**src/rtl/stack_op_sequencer_if.sv**
```systemverilog
// Bundle between the bytecode decoder / stack memory and the operand-stack
// sequencer.
//   op_*   : decoder side. Instruction handshake, completion pulse, result, depth.
//   stk_*  : stack memory side. One push/pop transaction per stk_trigger pulse,
//            finished by stk_done.
// Modports:
//   slave  : the sequencer's view.
//   master : the environment's view. The environment drives op_* requests and
//            the stack's replies.
interface stack_op_sequencer_if #(
    parameter int STACKDATA = 32,
    parameter int STACKSIZE = 65_536
);
    localparam int DEPTHW = $clog2(STACKSIZE + 1);

    logic                 op_valid;
    logic [2:0]           op_code;
    logic [STACKDATA-1:0] op_imm;
    logic                 op_ready;
    logic                 op_done;
    logic                 op_error;
    logic [STACKDATA-1:0] result;
    logic [DEPTHW-1:0]    depth;

    logic                 stk_push;
    logic                 stk_trigger;
    logic [STACKDATA-1:0] stk_writevalue;
    logic [STACKDATA-1:0] stk_readvalue;
    logic                 stk_done;

    modport slave (
        input  op_valid, op_code, op_imm, stk_readvalue, stk_done,
        output op_ready, op_done, op_error, result, depth,
               stk_push, stk_trigger, stk_writevalue
    );

    modport master (
        output op_valid, op_code, op_imm, stk_readvalue, stk_done,
        input  op_ready, op_done, op_error, result, depth,
               stk_push, stk_trigger, stk_writevalue
    );
endinterface

```
**src/rtl/stack_op_sequencer.sv**
```systemverilog
// Operand-stack instruction sequencer.
// It accepts one instruction at a time from the decoder and checks the stack
// depth. It then runs the instruction as single push/pop transactions against
// the stack memory, with at most one transaction outstanding at a time.
// ALU results are computed on the popped operands and pushed back.
// Ports:
//   clk, rst : single clock. rst is asynchronous and active high.
//   bus      : stack_op_sequencer_if.slave. It carries the decoder handshake
//              (op_*, result, depth) and the stack port (stk_*).
// Opcodes: 000 PUSH, 001 POP, 010 ADD, 011 SUB, 100 AND, 101 OR, 110 XOR, 111 DUP.
module stack_op_sequencer #(
    parameter int STACKDATA = 32,
    parameter int STACKSIZE = 65_536
) (
    input  logic                   clk,
    input  logic                   rst,
    stack_op_sequencer_if.slave    bus
);
    localparam int DEPTHW = $clog2(STACKSIZE + 1);
    localparam logic [DEPTHW-1:0] DEPTH_FULL = DEPTHW'(STACKSIZE);
    localparam logic [DEPTHW-1:0] DEPTH_ONE  = DEPTHW'(1);

    localparam logic [2:0] OP_PUSH = 3'b000;
    localparam logic [2:0] OP_POP  = 3'b001;
    localparam logic [2:0] OP_ADD  = 3'b010;
    localparam logic [2:0] OP_SUB  = 3'b011;
    localparam logic [2:0] OP_AND  = 3'b100;
    localparam logic [2:0] OP_OR   = 3'b101;
    localparam logic [2:0] OP_XOR  = 3'b110;
    localparam logic [2:0] OP_DUP  = 3'b111;

    typedef enum logic [3:0] {
        S_IDLE, S_POP1, S_W_POP1, S_POP2, S_W_POP2, S_EXEC,
        S_PUSH1, S_W_PUSH1, S_PUSH2, S_W_PUSH2, S_FIN, S_ERR
    } state_t;

    state_t               state_q, state_d;
    logic [2:0]           op_q, op_d;
    logic [STACKDATA-1:0] a_q, a_d;
    logic [STACKDATA-1:0] b_q, b_d;
    // The value to push next and to report at FIN.
    // PUSH uses the immediate, POP/DUP the popped word, ALU ops the computed result.
    logic [STACKDATA-1:0] val_q, val_d;
    logic [STACKDATA-1:0] result_q, result_d;
    logic [DEPTHW-1:0]    depth_q, depth_d;

    // Accept-time depth check. It only looks at the incoming opcode and the
    // current depth.
    logic is_alu, need_one, underflow, overflow, accept_err;

    always_comb begin
        is_alu     = (bus.op_code == OP_ADD) || (bus.op_code == OP_SUB) ||
                     (bus.op_code == OP_AND) || (bus.op_code == OP_OR)  ||
                     (bus.op_code == OP_XOR);
        need_one   = (bus.op_code == OP_POP) || (bus.op_code == OP_DUP);
        underflow  = (is_alu   && ((depth_q == '0) || (depth_q == DEPTH_ONE))) ||
                     (need_one && (depth_q == '0));
        overflow   = ((bus.op_code == OP_PUSH) || (bus.op_code == OP_DUP)) &&
                     (depth_q == DEPTH_FULL);
        accept_err = underflow || overflow;
    end

    // State register and datapath flops
    always_ff @(posedge clk or posedge rst) begin
        if (rst) begin
            state_q  <= S_IDLE;
            op_q     <= OP_PUSH;
            a_q      <= '0;
            b_q      <= '0;
            val_q    <= '0;
            result_q <= '0;
            depth_q  <= '0;
        end else begin
            state_q  <= state_d;
            op_q     <= op_d;
            a_q      <= a_d;
            b_q      <= b_d;
            val_q    <= val_d;
            result_q <= result_d;
            depth_q  <= depth_d;
        end
    end

    // Next-state logic
    always_comb begin
        state_d = state_q;
        case (state_q)
            S_IDLE: begin
                if (bus.op_valid) begin
                    if (accept_err)                  state_d = S_ERR;
                    else if (bus.op_code == OP_PUSH) state_d = S_PUSH1;
                    else                             state_d = S_POP1;
                end
            end
            S_POP1:   state_d = S_W_POP1;
            S_W_POP1: begin
                if (bus.stk_done) begin
                    if (op_q == OP_POP)      state_d = S_FIN;
                    else if (op_q == OP_DUP) state_d = S_PUSH1;
                    else                     state_d = S_POP2;
                end
            end
            S_POP2:   state_d = S_W_POP2;
            S_W_POP2: if (bus.stk_done) state_d = S_EXEC;
            S_EXEC:   state_d = S_PUSH1;
            S_PUSH1:  state_d = S_W_PUSH1;
            S_W_PUSH1: begin
                if (bus.stk_done) state_d = (op_q == OP_DUP) ? S_PUSH2 : S_FIN;
            end
            S_PUSH2:   state_d = S_W_PUSH2;
            S_W_PUSH2: if (bus.stk_done) state_d = S_FIN;
            S_FIN:     state_d = S_IDLE;
            S_ERR:     state_d = S_IDLE;
            default:   state_d = S_IDLE;
        endcase
    end

    // Datapath next values
    always_comb begin
        op_d     = op_q;
        a_d      = a_q;
        b_d      = b_q;
        val_d    = val_q;
        result_d = result_q;
        depth_d  = depth_q;
        case (state_q)
            S_IDLE: begin
                if (bus.op_valid && !accept_err) begin
                    op_d = bus.op_code;
                    if (bus.op_code == OP_PUSH) val_d = bus.op_imm;
                end
            end
            S_W_POP1: begin
                // The first pop gives b for ALU ops and the value for POP/DUP.
                if (bus.stk_done) begin
                    b_d   = bus.stk_readvalue;
                    val_d = bus.stk_readvalue;
                    if (depth_q != '0) depth_d = depth_q - DEPTH_ONE;
                end
            end
            S_W_POP2: begin
                if (bus.stk_done) begin
                    a_d = bus.stk_readvalue;
                    if (depth_q != '0) depth_d = depth_q - DEPTH_ONE;
                end
            end
            S_EXEC: begin
                case (op_q)
                    OP_SUB:  val_d = a_q - b_q;
                    OP_AND:  val_d = a_q & b_q;
                    OP_OR:   val_d = a_q | b_q;
                    OP_XOR:  val_d = a_q ^ b_q;
                    default: val_d = a_q + b_q;
                endcase
            end
            S_W_PUSH1, S_W_PUSH2: begin
                if (bus.stk_done && (depth_q != DEPTH_FULL)) depth_d = depth_q + DEPTH_ONE;
            end
            default: ;
        endcase
        // Load result on the way into FIN so it is valid alongside op_done.
        if (state_d == S_FIN) result_d = val_d;
    end

    // Outputs are decoded from the state
    always_comb begin
        bus.op_ready       = 1'b0;
        bus.op_done        = 1'b0;
        bus.op_error       = 1'b0;
        bus.stk_trigger    = 1'b0;
        bus.stk_push       = 1'b0;
        bus.stk_writevalue = val_q;
        bus.result         = result_q;
        bus.depth          = depth_q;
        case (state_q)
            S_IDLE:           bus.op_ready = 1'b1;
            S_POP1, S_POP2:   bus.stk_trigger = 1'b1;
            S_PUSH1, S_PUSH2: begin
                bus.stk_trigger = 1'b1;
                bus.stk_push    = 1'b1;
            end
            S_FIN:            bus.op_done = 1'b1;
            S_ERR: begin
                bus.op_done  = 1'b1;
                bus.op_error = 1'b1;
            end
            default: ;
        endcase
    end
endmodule

```
**src/flat_wrapper.sv**
```systemverilog
// flat-port wrapper written by rule: the top's interface ports become plain ports
module stack_op_sequencer_flat 
#(
    parameter int STACKDATA = 32,
    parameter int STACKSIZE = 65_536
)
  (clk, rst, bus_op_valid, bus_op_code, bus_op_imm, bus_stk_readvalue, bus_stk_done, bus_op_ready, bus_op_done, bus_op_error, bus_result, bus_depth, bus_stk_push, bus_stk_trigger, bus_stk_writevalue);
  stack_op_sequencer_if #(.STACKDATA(STACKDATA), .STACKSIZE(STACKSIZE)) bus_i ();
  input  logic clk;
  input  logic rst;
  input wire logic [$bits(bus_i.op_valid)-1:0] bus_op_valid;
  input wire logic [$bits(bus_i.op_code)-1:0] bus_op_code;
  input wire logic [$bits(bus_i.op_imm)-1:0] bus_op_imm;
  input wire logic [$bits(bus_i.stk_readvalue)-1:0] bus_stk_readvalue;
  input wire logic [$bits(bus_i.stk_done)-1:0] bus_stk_done;
  output wire logic [$bits(bus_i.op_ready)-1:0] bus_op_ready;
  output wire logic [$bits(bus_i.op_done)-1:0] bus_op_done;
  output wire logic [$bits(bus_i.op_error)-1:0] bus_op_error;
  output wire logic [$bits(bus_i.result)-1:0] bus_result;
  output wire logic [$bits(bus_i.depth)-1:0] bus_depth;
  output wire logic [$bits(bus_i.stk_push)-1:0] bus_stk_push;
  output wire logic [$bits(bus_i.stk_trigger)-1:0] bus_stk_trigger;
  output wire logic [$bits(bus_i.stk_writevalue)-1:0] bus_stk_writevalue;
  assign bus_i.op_valid = bus_op_valid;
  assign bus_i.op_code = bus_op_code;
  assign bus_i.op_imm = bus_op_imm;
  assign bus_i.stk_readvalue = bus_stk_readvalue;
  assign bus_i.stk_done = bus_stk_done;
  assign bus_op_ready = bus_i.op_ready;
  assign bus_op_done = bus_i.op_done;
  assign bus_op_error = bus_i.op_error;
  assign bus_result = bus_i.result;
  assign bus_depth = bus_i.depth;
  assign bus_stk_push = bus_i.stk_push;
  assign bus_stk_trigger = bus_i.stk_trigger;
  assign bus_stk_writevalue = bus_i.stk_writevalue;
  stack_op_sequencer #(.STACKDATA(STACKDATA), .STACKSIZE(STACKSIZE)) u_core (.clk(clk), .rst(rst), .bus(bus_i));
endmodule
```
**config.mk**
```make
export PLATFORM = sky130hd
export DESIGN_NAME = stack_op_sequencer_flat
export DESIGN_NICKNAME = d
export VERILOG_FILES = /design/src/rtl/stack_op_sequencer_if.sv /design/src/rtl/stack_op_sequencer.sv /design/src/flat_wrapper.sv
export SDC_FILE = /design/constraint.sdc
export NUM_CORES = 1
export LEC_CHECK = 0
export CAP_MARGIN = 30
export CELL_PAD_IN_SITES_DETAIL_PLACEMENT = 0
export CELL_PAD_IN_SITES_GLOBAL_PLACEMENT = 2
export CORE_MARGIN = 5
export CORE_UTILIZATION = 34
export DETAILED_ROUTE_END_ITERATION = 10
export GPL_TIMING_DRIVEN = 0
export HOLD_SLACK_MARGIN = 0.1
export PLACE_DENSITY_LB_ADDON = 0.3
export SYNTH_ARGS = -nofsm -noshare
export SYNTH_HDL_FRONTEND = slang
export SYNTH_SLANG_ARGS = --single-unit
```
**constraint.sdc**
```tcl
create_clock -name clk -period 7.9 [get_ports clk]
set_input_delay 1.975 -clock clk [delete_from_list [all_inputs] [get_ports clk]]
set_output_delay 1.975 -clock clk [all_outputs]
set_load 0.02 [all_outputs]
```
# == Yosys cells after proc, flatten, opt, wreduce, memory -nomap -nowiden ==
# Index checks and enable logic that the tools add are counted.
# word_totals
output_inout_bits,86
wordCells,99
in_bits,71
reg_bits,152
# op_classes
addsub,4
n_reduce_logical,29
bitwise_logic,3
muxes,25
eq_ne,31
# ops
operator,n
one-hot mux 32 bit (4 select lines),1
two-way mux 32 bit,3
one-hot mux 32 bit (3 select lines),1
two-way mux 17 bit,3
one-hot mux 4 bit (10 select lines),1
one-hot mux 17 bit (2 select lines),1
adder 32 bit,1
bitwise AND 32 bit,1
OR 32 bit,1
subtractor 32 bit,1
bitwise XOR 32 bit,1
two-way mux 4 bit,7
"equality test 3 bit, second input constant",8
"equality test 4 bit, second input constant",5
"adder 17 x 1 -> 17 bit, second input constant",1
"equality test 17 x 1 -> 1 bit, second input constant",1
"equality test 17 bit, second input constant",1
zero test 17 bit,1
"!= test 17 bit, second input constant",1
nonzero test 17 bit,1
"subtractor 17 x 1 -> 17 bit, second input constant",1
"equality test 4 x 3 -> 1 bit, second input constant",4
"equality test 3 x 2 -> 1 bit, second input constant",3
logical OR 1 bit,9
other kinds (16),34

# == Logic depth before layout (Yosys ltp) ==
# Gate-level depths: netlist (run 1).
# depth
depth_word,12
ltp_mapped,20
ltp_nobuf,19

# == Worst setup path after synthesis (run 1) ==
# Ideal clock, no wire load.
# synth_path
path_type,register -> register
from,register u_core.b_q[14]
to,"register u_core.result_q[27], in the netlist u_core.bus.result[27]"
path_buffers,1
arrival_ps,4272
stages_incl_launch_ff,16
period_less_slack_ps,4397
path_slack_ps,3503
setup_ps,125
t_required_ps,7775
path_cell_list,dfrtp_1 > or4_4 > or4_4 > or3_2 > clkbuf_1 > o31ai_1 > xnor2_1 > ha_1 > a21o_1 > a21o_1 > a21o_1 > a211o_1 > or3_1 > a21oi_1 > o21ai_0 > mux2_2
# synth_between
elab_chain_cells,3
word_cells_on_any_way,4
classes_between,2 x add/sub; 2 x mux
# synth_lines
item,line_no,text
"start, declared",stack_op_sequencer.sv:40,"logic [STACKDATA-1:0] b_q, b_d;"
"start signal, assigned",stack_op_sequencer.sv:69,b_q <= '0;
"start signal, assigned",stack_op_sequencer.sv:77,b_q <= b_d;
adder 32 bit or subtractor 32 bit (tied branches),"stack_op_sequencer.sv:153, stack_op_sequencer.sv:149",
one-hot mux 32 bit (4 select lines) *,stack_op_sequencer.sv:148,case (op_q)
one-hot mux 32 bit (3 select lines) *,stack_op_sequencer.sv:126,case (state_q)
via u_core.val_d[27],stack_op_sequencer.sv:43,"logic [STACKDATA-1:0] val_q, val_d;"
"end signal, assigned",stack_op_sequencer.sv:79,result_q <= result_d;
"end, declared",stack_op_sequencer.sv:44,"logic [STACKDATA-1:0] result_q, result_d;"
# The timed path passes the listed nets; every way through them passes the cells marked *.
# A chain may end at the register's enable or synchronous reset.

# == Final worst setup path (run 1) ==
# layout_path
from,register u_core.op_q[2]
to,"register u_core.result_q[28], in the netlist u_core.bus.result[28]"
# layout_between
elab_chain_cells,6
word_cells_on_any_way,15
classes_between,7 x eq/ne; 8 x mux
# layout_lines
item,line_no,text
"start, declared",stack_op_sequencer.sv:38,"logic [2:0] op_q, op_d;"
"start signal, assigned",stack_op_sequencer.sv:75,op_q <= op_d;
equality test 3 bit,"stack_op_sequencer.sv:99, stack_op_sequencer.sv:108",
two-way mux 3 bit,stack_op_sequencer.sv:99,else if (op_q == OP_DUP) state_d = S_PUSH1;
two-way mux 4 bit,stack_op_sequencer.sv:98,if (op_q == OP_POP) state_d = S_FIN;
two-way mux 4 bit,stack_op_sequencer.sv:97,if (bus.stk_done) begin
one-hot mux 4 bit (10 select lines),stack_op_sequencer.sv:87,case (state_q)
equality test 4 bit,stack_op_sequencer.sv:162,if (state_d == S_FIN) result_d = val_d;
# Several ways; a longest one is shown, not always the timed one.

==> results of run 1 <==
-- per-stage QoR --
step	power [W]	TNS, ns	std cells	hold slack (ns)	cell area (um2)
after detailed placement	0.006722	0	1921	0.4707	13590
after CTS	0.007598	0	1952	0.4971	14170
after global routing	0.008268	0	1953	0.5110	14170
after floorplan	0.004976	0	1313	0.5063	11410
final	0.007597	0	1953	0.4973	14170
after global placement	0.006669	-111.12	1917	0.4691	13530
-- synthesized netlist by cell type, drive strengths merged (10+ instances only) --
cell type / count / area (um2)
a21o: 17 / 127.6
buf: 16 / 70.07
ha: 99 / 1239
xor2: 19 / 166.4
clkbuf: 62 / 232.7
a31oi: 13 / 81.33
and3: 12 / 75.07
nand3: 30 / 150.1
nand4: 16 / 100.1
nor2: 94 / 352.8
mux2: 79 / 889.6
nor3: 17 / 90.09
mux2i: 19 / 190.2
dfrtp: 152 / 3804
inv: 87 / 326.6
o21ai: 122 / 621.9
xnor2: 50 / 437.9
nand2: 130 / 488.0
a222oi: 17 / 170.2
nor4: 10 / 62.56
a21oi: 98 / 494.2
or3: 12 / 76.33
o21a: 10 / 75.07
-- power groups by stage --
stage | combinational, W | sequential, W | clock (W)
6_report | 0.00522 | 0.00155 | 0.000835
5_1_grt | 0.00579 | 0.00160 | 0.000881
4_1_cts | 0.00520 | 0.00154 | 0.000850
3_5_place_dp | 0.00517 | 0.00155 | 0
3_3_place_gp | 0.00512 | 0.00155 | 0
2_1_floorplan | 0.00331 | 0.00166 | 0
-- final cells by class --
cell class,instances,share of cell area [%]
multi-input cells,995,49.17
flip-flops and latches,152,26.84
repair buffers,161,11.46
well taps,448,3.955
clock buffers,23,3.372
inverters,88,2.384
plain buffers,78,2.136
clock inverters,8,0.6798
-- routing by layer --
layer | GRT usage (%) | share of wire (%) | up-vias
li1 | - | - | 5056
met1 | 32.84 | 46 | 5251
met5 | 0 | 0 | -
met4 | 6.073 | 1.9 | 0
met2 | 37.26 | 45 | 356
met3 | 4.825 | 7.1 | 56
-- worst reg2reg max path, cell delays in order (launching register included) --
cell and delay, ns:
dfrtp_1 0.37, clkbuf_1 0.19, clkbuf_1 0.36, buf_1 0.43, nor2_1 0.86, clkbuf_1 0.72
nor2_1 0.12, xnor2_1 0.17, ha_1 0.34, nor2b_1 0.23, o31ai_1 0.13, o21ai_0 0.37
a21oi_1 0.21, o21ai_0 0.60, a21oi_1 0.16, o31ai_1 0.64, a21oi_1 0.19, o31ai_1 0.22
-- kinds of logic after synthesis --
kind of cell | count (synthesis) | synth area share (%)
AOI/OAI and AO/OA | 367 | 20.55
xor gates and xnor gates | 69 | 5.298
buffers and inverters | 166 | 5.551
adders and majority gates | 100 | 11.04
muxes | 98 | 9.467
and+or+nand+nor | 361 | 14.75
DFF | 152 | 33.35
-- worst min-delay path by stage --
stage / from / to
after floorplan: u_core.a_q[0] / u_core.a_q[0]
after global placement: u_core.bus.result[19] / u_core.bus.result[19]
after detailed placement: u_core.bus.result[19] / u_core.bus.result[19]
after CTS: u_core.bus.result[19] / u_core.bus.result[19]
after global routing: u_core.bus.result[11] / u_core.bus.result[11]
final: u_core.bus.result[19] / u_core.bus.result[19]
-- sequential cells by signal (all words and copies together) (netlist names) --
name	cells
u_core.bus.stk_writevalue	32
u_core.b_q	32
u_core.bus.depth	17
u_core.op_q	3
u_core.state_q	4
u_core.bus.result	32
u_core.a_q	32
==> impl_metrics.yaml, run 1 <==
status:
  status: "complete, no violations"
yosys:
  synthesis.area_um2: 11410
  synth.avg_cell_area_um2: 8.687
  ys_seq_area_share_pct: 33.35
  ys_ff_latch: 152
  synth-edff-count: 0
  synth_cell_types: 72
  synth_nets: 1484
  netlist_instances: 1313
  synthArstFlopShare_pct: 100.0
  synth_flop_cell: "dfrtp_1"
  ys_warn_count: 0
detailed_routing:
  ant_nets: 0
  vias: 10720
  wl_um: 43450
  drt_pass1_iterations: 5
  via_per_inst: 5.488
  drc: 0
  wl_per_cell_um: 22.25
  drt_iter0_markers: 752
setup_path:
  crit_cells: 17
  path_max_fanout: 10
  r2r-end: "u_core.bus.result[28]"
  worstPathCellList: "clkbuf_1 -> clkbuf_1 -> buf_1 -> nor2_1 -> clkbuf_1 -> nor2_1 -> xnor2_1 -> ha_1 -> nor2b_1 -> o31ai_1 -> o21ai_0 -> a21oi_1 -> o21ai_0 -> a21oi_1 -> o31ai_1 -> a21oi_1 -> o31ai_1"
  crit_type: "reg2reg"
  crit_path_top_delay_cell: "nor2_1"
  path_delay_family: "compound AO/OA/AOI/OAI gates"
  start_kind: "register"
  endpoint: "u_core.bus.result[28]"
  r2r_start: "u_core.op_q[2]"
  cp.buffers_inverters: 4
  rrSetupSlack_ns: 1.49
  worst_setup_path_end_kind: "register"
  crit_path_max_incr_delay_ns: 0.85
  worstPathArrival_ns: 6.76
  crit_start: "u_core.op_q[2]"
  rr_worst_depth: 17
  worstPathRequired_ns: 8.25
power_and_ir_drop:
  pwr-share-clk_pct: 11.0
  p_leak_nw: 6.085
  powerDensity_nw_per_um2: 536.0
  irDropWorstVdd_mv: 0.2279
  swShare_pct: 50.74
  seq_power_share_pct: 20.3
  p_int_w: 0.003742
  combPwrFrac_pct: 68.7
  power.switching_w: 0.003855
cts:
  clock_sinks: 152
  cts_tree: "built"
  cts_buffers: 17
  path_clk_slew_ns: 0.06
  cts.htree.levels: 4
  cts_root_buf: "clkbuf_16"
  clkLatencyLatePin_ns: 0.45
  cts_resized: 0
  cts-hold-fix-buffers: 0
  post-cts-setup-buffers: 0
  cts.path.max_buffers: 2
placement:
  port-buffer-count: 156
  dp_hpwl_um: 33140
  place.gp.congestion: 0.8947
  dp_slack_ns: 1.633
final_layout:
  final_cell_mix: "clkdlybuf4s50_1 (156), dfrtp_1 (152), nand2_1 (130)"
  multi_input_area_um2: 6969
  finish.utilization_pct: 42.48
  layout.cells.most_common: "clkdlybuf4s50_1"
  layout.nets: 1664
  diodes: 0
  regArea_um2: 3804
  layout-drive-gt1-share_pct: 9.302
  areaGrowthSynthToFinish_pct: 24.25
  fillerInstances: 3395
floorplanning:
  start_util_pct: 34.19
  die_x_um: 193.2
  io_pins: 157
  die_height_um: 193.2
  rows: 67
  dieArea_um2: 37310
  fp.coreArea_um2: 33360
sta:
  fin_ws_ns: 1.493
  worst_pin_slew_ns: 0.9653
  finalHoldViolCount: 0
  finalCritPeriodShare_pct: 81.10
  layout_min_cycle_time_ns: 6.407
  rsz0062_at_grt: "no"
  setup_viol: 0
  worst_clock_skew_ns: 0.01421
  fmax_mhz: 156.1
  slew_violations: 0
  slew_headroom_pct: 35.41
global_route:
  grt_pass1_vias: 10860
  grt.total_usage_pct: 23.48
  grt_overflow: 0
  grt_pass1_wl_um: 66430
  grt_max_degree: 88
  antenna_found_initial: 0
worst_hold_path:
  min_path_type: "reg2reg"
  min_path_cells: 2
run:
  drv_cap: 0
Power figures use the tool's default switching activity.
==> run 2, diff against run 1 <==
- clock period: 7.9 -> 6.6 ns (I/O delays scaled with it)
==> impl_metrics.yaml, run 2 (synthesis gave the netlist of run 1 again) <==
floorplanning:
  rows: 67
  dieArea_um2: 37310
  fp.coreArea_um2: 33360
  io_pins: 157
  die_x_um: 193.2
  die_height_um: 193.2
  start_util_pct: 34.19
setup_path:
  worstPathRequired_ns: 6.95
  crit_cells: 17
  worstPathArrival_ns: 6.61
  crit_path_max_incr_delay_ns: 0.68
  rrSetupSlack_ns: 0.34
  r2r_start: "u_core.op_q[2]"
  worst_setup_path_end_kind: "register"
  crit_type: "reg2reg"
  worstPathCellList: "clkbuf_1 -> clkbuf_1 -> buf_1 -> nor2_2 -> clkbuf_1 -> nor2_1 -> xnor2_1 -> ha_1 -> nor2b_1 -> o31ai_1 -> o21ai_0 -> a21oi_1 -> o21ai_0 -> a21oi_1 -> o31ai_1 -> a21oi_1 -> o31ai_1"
  cp.buffers_inverters: 4
  rr_worst_depth: 17
  start_kind: "register"
  crit_path_top_delay_cell: "clkbuf_1"
  path_max_fanout: 10
  path_delay_family: "compound AO/OA/AOI/OAI gates"
  r2r-end: "u_core.bus.result[28]"
sta:
  worst_pin_slew_ns: 0.9974
  finalCritPeriodShare_pct: 94.86
  worst_clock_skew_ns: 0.01453
  layout_min_cycle_time_ns: 6.261
  slew_violations: 0
  finalHoldViolCount: 0
  tns_ns: 0
  rsz0062_at_grt: "no"
  setup_viol: 0
  fmax_mhz: 159.7
  fin_ws_ns: 0.3393
  slew_headroom_pct: 33.51
power_and_ir_drop:
  pwr-share-clk_pct: 11.0
  combPwrFrac_pct: 68.7
  p_leak_nw: 6.084
  irDropWorstVdd_mv: 0.2739
  power.switching_w: 0.004624
  swShare_pct: 50.79
  p_int_w: 0.004481
  seq_power_share_pct: 20.3
  powerDensity_nw_per_um2: 642.3
detailed_routing:
  ant_nets: 0
  wl_per_cell_um: 22.27
  drt_iter0_markers: 814
  drt_pass1_iterations: 6
  via_per_inst: 5.507
  wl_um: 43490
  drc: 0
  vias: 10760
placement:
  port-buffer-count: 156
  dp_cells: 1921
  place.gp.congestion: 0.8947
  dp_hpwl_um: 33140
  dp_slack_ns: 0.3333
cts:
  cts.htree.levels: 4
  clock_sinks: 152
  cts_root_buf: "clkbuf_16"
  cts_tree: "built"
  cts.path.max_buffers: 2
  clkLatencyLatePin_ns: 0.45
  path_clk_slew_ns: 0.06
  cts_buffers: 17
final_layout:
  final_cell_mix: "clkdlybuf4s50_1 (156), dfrtp_1 (152), nand2_1 (130)"
  layout.cells.most_common: "clkdlybuf4s50_1"
  regArea_um2: 3804
  diodes: 0
  fillerInstances: 3394
  multi_input_area_um2: 6972
  areaGrowthSynthToFinish_pct: 24.28
  finish.utilization_pct: 42.48
  layout.nets: 1664
  layout-drive-gt1-share_pct: 9.369
  finalNonFillerCells: 1953
worst_hold_path:
  min_path_type: "reg2reg"
  holdPathEnd: "u_core.bus.result[19]"
  min_from: "u_core.bus.result[19]"
  min_path_cells: 2
global_route:
  grt_max_degree: 88
  grt_pass1_vias: 10860
  antenna_found_initial: 0
  grt_pass1_wl_um: 66430
  grt_overflow: 0
  grt.total_usage_pct: 23.48
run:
  drv_cap: 0
status:
  status: "complete, no violations"
==> run 2: cell counts in the layout (fill, tap and decap cells not counted) <==
Identical to the previous run, type by type.
==> run 2: worst max path at each step <==
stage | start | endpoint | slack [ns]
after global placement | rst | u_core.a_q[21] | -1.72
after floorplan | rst | u_core.a_q[0] | 0.86
final | u_core.op_q[2] | u_core.bus.result[28] | 0.34
after global routing | u_core.op_q[2] | u_core.bus.result[28] | 0.24
after detailed placement | u_core.op_q[2] | u_core.bus.result[28] | 0.33
after CTS | u_core.op_q[2] | u_core.bus.result[28] | 0.31
==> run 2: per-layer routing <==
metal,GRT usage (%),routed length [um]
met5,0,0
met4,6.073,849
met3,4.825,3164
met2,37.26,19750
met1,32.84,19720
==> run 2: area by class of cell <==
type | instances | area share, %
Clock buffer | 23 | 3.372
Inverter | 88 | 2.383
Sequential cell | 152 | 26.83
Multi-Input combinational cell | 995 | 49.18
Tap cell | 448 | 3.954
Clock inverter | 8 | 0.6797
Timing Repair Buffer | 161 | 11.46
Buffer | 78 | 2.136
==> run 2: stage by stage <==
stage | hold WS (ns) | cell area, um2 | power [W]
after floorplan | 0.5063 | 11410 | 0.005956
after global placement | 0.4691 | 13530 | 0.007982
after detailed placement | 0.4707 | 13590 | 0.008046
after CTS | 0.4971 | 14170 | 0.009094
after global routing | 0.5110 | 14170 | 0.009898
final | 0.4980 | 14170 | 0.009105
==> run 2: power by group through the flow <==
stage                     registers (W)  logic [W]  clock network [W]
final                           0.00185    0.00626           0.000998
after global routing            0.00191    0.00693            0.00105
after CTS                       0.00185    0.00623            0.00102
after detailed placement        0.00186    0.00619                  0
after global placement          0.00185    0.00613                  0
after floorplan                 0.00199    0.00396                  0
==> run 2: worst reg2reg max path, cell delays in order, from the launching register on <==
cell      delay [ns]
dfrtp_1         0.36
clkbuf_1        0.19
clkbuf_1        0.36
buf_1           0.45
nor2_2          0.63
clkbuf_1        0.69
nor2_1          0.12
xnor2_1         0.17
ha_1            0.34
nor2b_1         0.23
o31ai_1         0.13
o21ai_0         0.39
a21oi_1         0.22
o21ai_0         0.64
a21oi_1         0.16
o31ai_1         0.67
a21oi_1         0.19
o31ai_1         0.22
==> run 2: what timing repair did <==
item	in CTS	in global routing
hold buffers	0	0
gates resized for setup	0	1
setup buffers	0	0
setup endpoints to repair	0	1
==> run 3, diff against run 2 <==
- PLACE_DENSITY_LB_ADDON: 0.3 -> 0.1
- clock period: 6.6 -> 6.8 ns (I/O delays scaled with it)
==> impl_metrics.yaml, run 3 (synthesis gave the netlist of run 1 again) <==
power_and_ir_drop:
  swShare_pct: 51.09
  combPwrFrac_pct: 69.1
  p_leak_nw: 6.069
  powerDensity_nw_per_um2: 621.7
  seq_power_share_pct: 20.3
  power.switching_w: 0.004496
  irDropWorstVdd_mv: 0.3062
  p_int_w: 0.004304
  pwr-share-clk_pct: 10.6
setup_path:
  worstPathArrival_ns: 6.87
  r2r_start: "u_core.op_q[2]"
  worstPathRequired_ns: 7.15
  path_delay_family: "compound AO/OA/AOI/OAI gates"
  crit_type: "reg2reg"
  worstPathCellList: "clkbuf_1 -> clkbuf_1 -> buf_1 -> nor2_1 -> clkbuf_1 -> nor2_1 -> xnor2_1 -> ha_1 -> nor2b_1 -> o31ai_1 -> o21ai_0 -> a21oi_1 -> o21ai_0 -> a21oi_1 -> o31ai_1 -> a21oi_1 -> o31ai_1"
  start_kind: "register"
  crit_start: "u_core.op_q[2]"
  cp.buffers_inverters: 4
  crit_path_max_incr_delay_ns: 0.83
  path_max_fanout: 10
  crit_path_top_delay_cell: "nor2_1"
  worst_setup_path_end_kind: "register"
detailed_routing:
  vias: 10490
  drc: 0
  drt_pass1_iterations: 5
  via_per_inst: 5.370
  wl_per_cell_um: 22.81
  drt_iter0_markers: 887
  ant_nets: 0
  wl_um: 44550
floorplanning:
  die_x_um: 193.2
  rows: 67
  fp.coreArea_um2: 33360
  io_pins: 157
  die_height_um: 193.2
  start_util_pct: 34.19
  dieArea_um2: 37310
sta:
  layout_min_cycle_time_ns: 6.515
  rsz0062_at_grt: "no"
  finalCritPeriodShare_pct: 95.81
  worst_clock_skew_ns: 0.01221
  slew_violations: 0
  worst_pin_slew_ns: 1.015
  fin_ws_ns: 0.2847
  finalHoldViolCount: 0
  fmax_mhz: 153.5
  slew_headroom_pct: 32.37
  setup_viol: 0
cts:
  cts_buffers: 17
  cts_root_buf: "clkbuf_16"
  cts.path.max_buffers: 2
  path_clk_slew_ns: 0.07
  cts_tree: "built"
  cts.htree.levels: 4
  clock_sinks: 152
  post-cts-setup-buffers: 0
  cts-hold-fix-buffers: 0
  clkLatencyLatePin_ns: 0.45
  cts_resized: 0
worst_hold_path:
  min_path_type: "reg2reg"
  min_from: "u_core.bus.result[28]"
placement:
  dp_hpwl_um: 33800
  dp_slack_ns: 0.4771
  port-buffer-count: 156
  post_dp_cell_area_um2: 13590
  place.gp.congestion: 0.8909
global_route:
  grt_pass1_vias: 10910
  grt_pass1_wl_um: 67670
  grt_overflow: 0
  grt.total_usage_pct: 24.32
  grt_max_degree: 96
  antenna_found_initial: 0
final_layout:
  layout-drive-gt1-share_pct: 9.369
  postLayoutCellArea_um2: 14150
  layout.cells.most_common: "clkdlybuf4s50_1"
  diodes: 0
  layout.nets: 1663
  final_cell_mix: "clkdlybuf4s50_1 (156), dfrtp_1 (152), nand2_1 (130)"
  areaGrowthSynthToFinish_pct: 24.09
run:
  drv_cap: 0
status:
  status: "complete, no violations"
## run 3: final timing paths
kind / to / slack, ns / depth (start not counted)
max in group asynchronous: u_core.b_q[24] / 4.26 / 3
worst max register to register: u_core.bus.result[28] / 0.28 / 17
min in group asynchronous: u_core.b_q[2] / 1.66 / 2
worst min register to register: u_core.bus.result[28] / 0.50 / 2
worst max-delay path: u_core.bus.result[28] / 0.28 / 17
worst min-delay path: u_core.bus.result[28] / 0.50 / 2
## run 3: metrics by stage
| stage | util (%) | instances | TNS (ns) | hold WS [ns] | total power [W] |
|---|---|---|---|---|---|
| global placement | 40.55 | 1917 | -255.13 | 0.4750 | 0.007808 |
| CTS | 42.40 | 1952 | 0 | 0.5028 | 0.008832 |
| floorplan | - | 1313 | 0 | 0.5063 | 0.005781 |
| detailed placement | 40.72 | 1920 | 0 | 0.4760 | 0.007844 |
| global route | 42.42 | 1953 | 0 | 0.5259 | 0.009635 |
| finish | 42.42 | 1953 | 0 | 0.4990 | 0.008800 |
## run 3: worst register-to-register path: stages, from the launching register on
cell      delay, ns
dfrtp_1        0.37
clkbuf_1       0.20
clkbuf_1       0.37
buf_1          0.44
nor2_1         0.83
clkbuf_1       0.77
nor2_1         0.12
xnor2_1        0.17
ha_1           0.35
nor2b_1        0.25
o31ai_1        0.15
o21ai_0        0.39
a21oi_1        0.20
o21ai_0        0.57
a21oi_1        0.17
o31ai_1        0.64
a21oi_1        0.18
o31ai_1        0.24
## run 3: routing by layer
metal  global-route usage (%)  wire length (um)  vias up
met1                    32.84             20740     5120
li1                         -                 -     5053
met3                    5.456              2444       44
met4                    7.081              1020        0
met5                        0                 0        -
met2                    39.25             20340      270
## run 3: power by group through the flow
stage          Clock [W]  Sequential, W  Combinational, W
3_3_place_gp           0        0.00179           0.00601
6_report        0.000936        0.00179           0.00608
3_5_place_dp           0        0.00180           0.00605
2_1_floorplan          0        0.00193           0.00385
4_1_cts         0.000964        0.00179           0.00608
5_1_grt         0.000999        0.00185           0.00678
## run 3: area by class of cell
cell class              instances  area (um2)
well taps                     448       560.5
repair buffers                160        1619
plain buffers                  78       302.8
flip-flops and latches        152        3804
fillers                      3431       19210
clock inverters                11       100.1
clock buffers                  21       460.4
multi-input cells             995        6969
inverters                      88       337.8
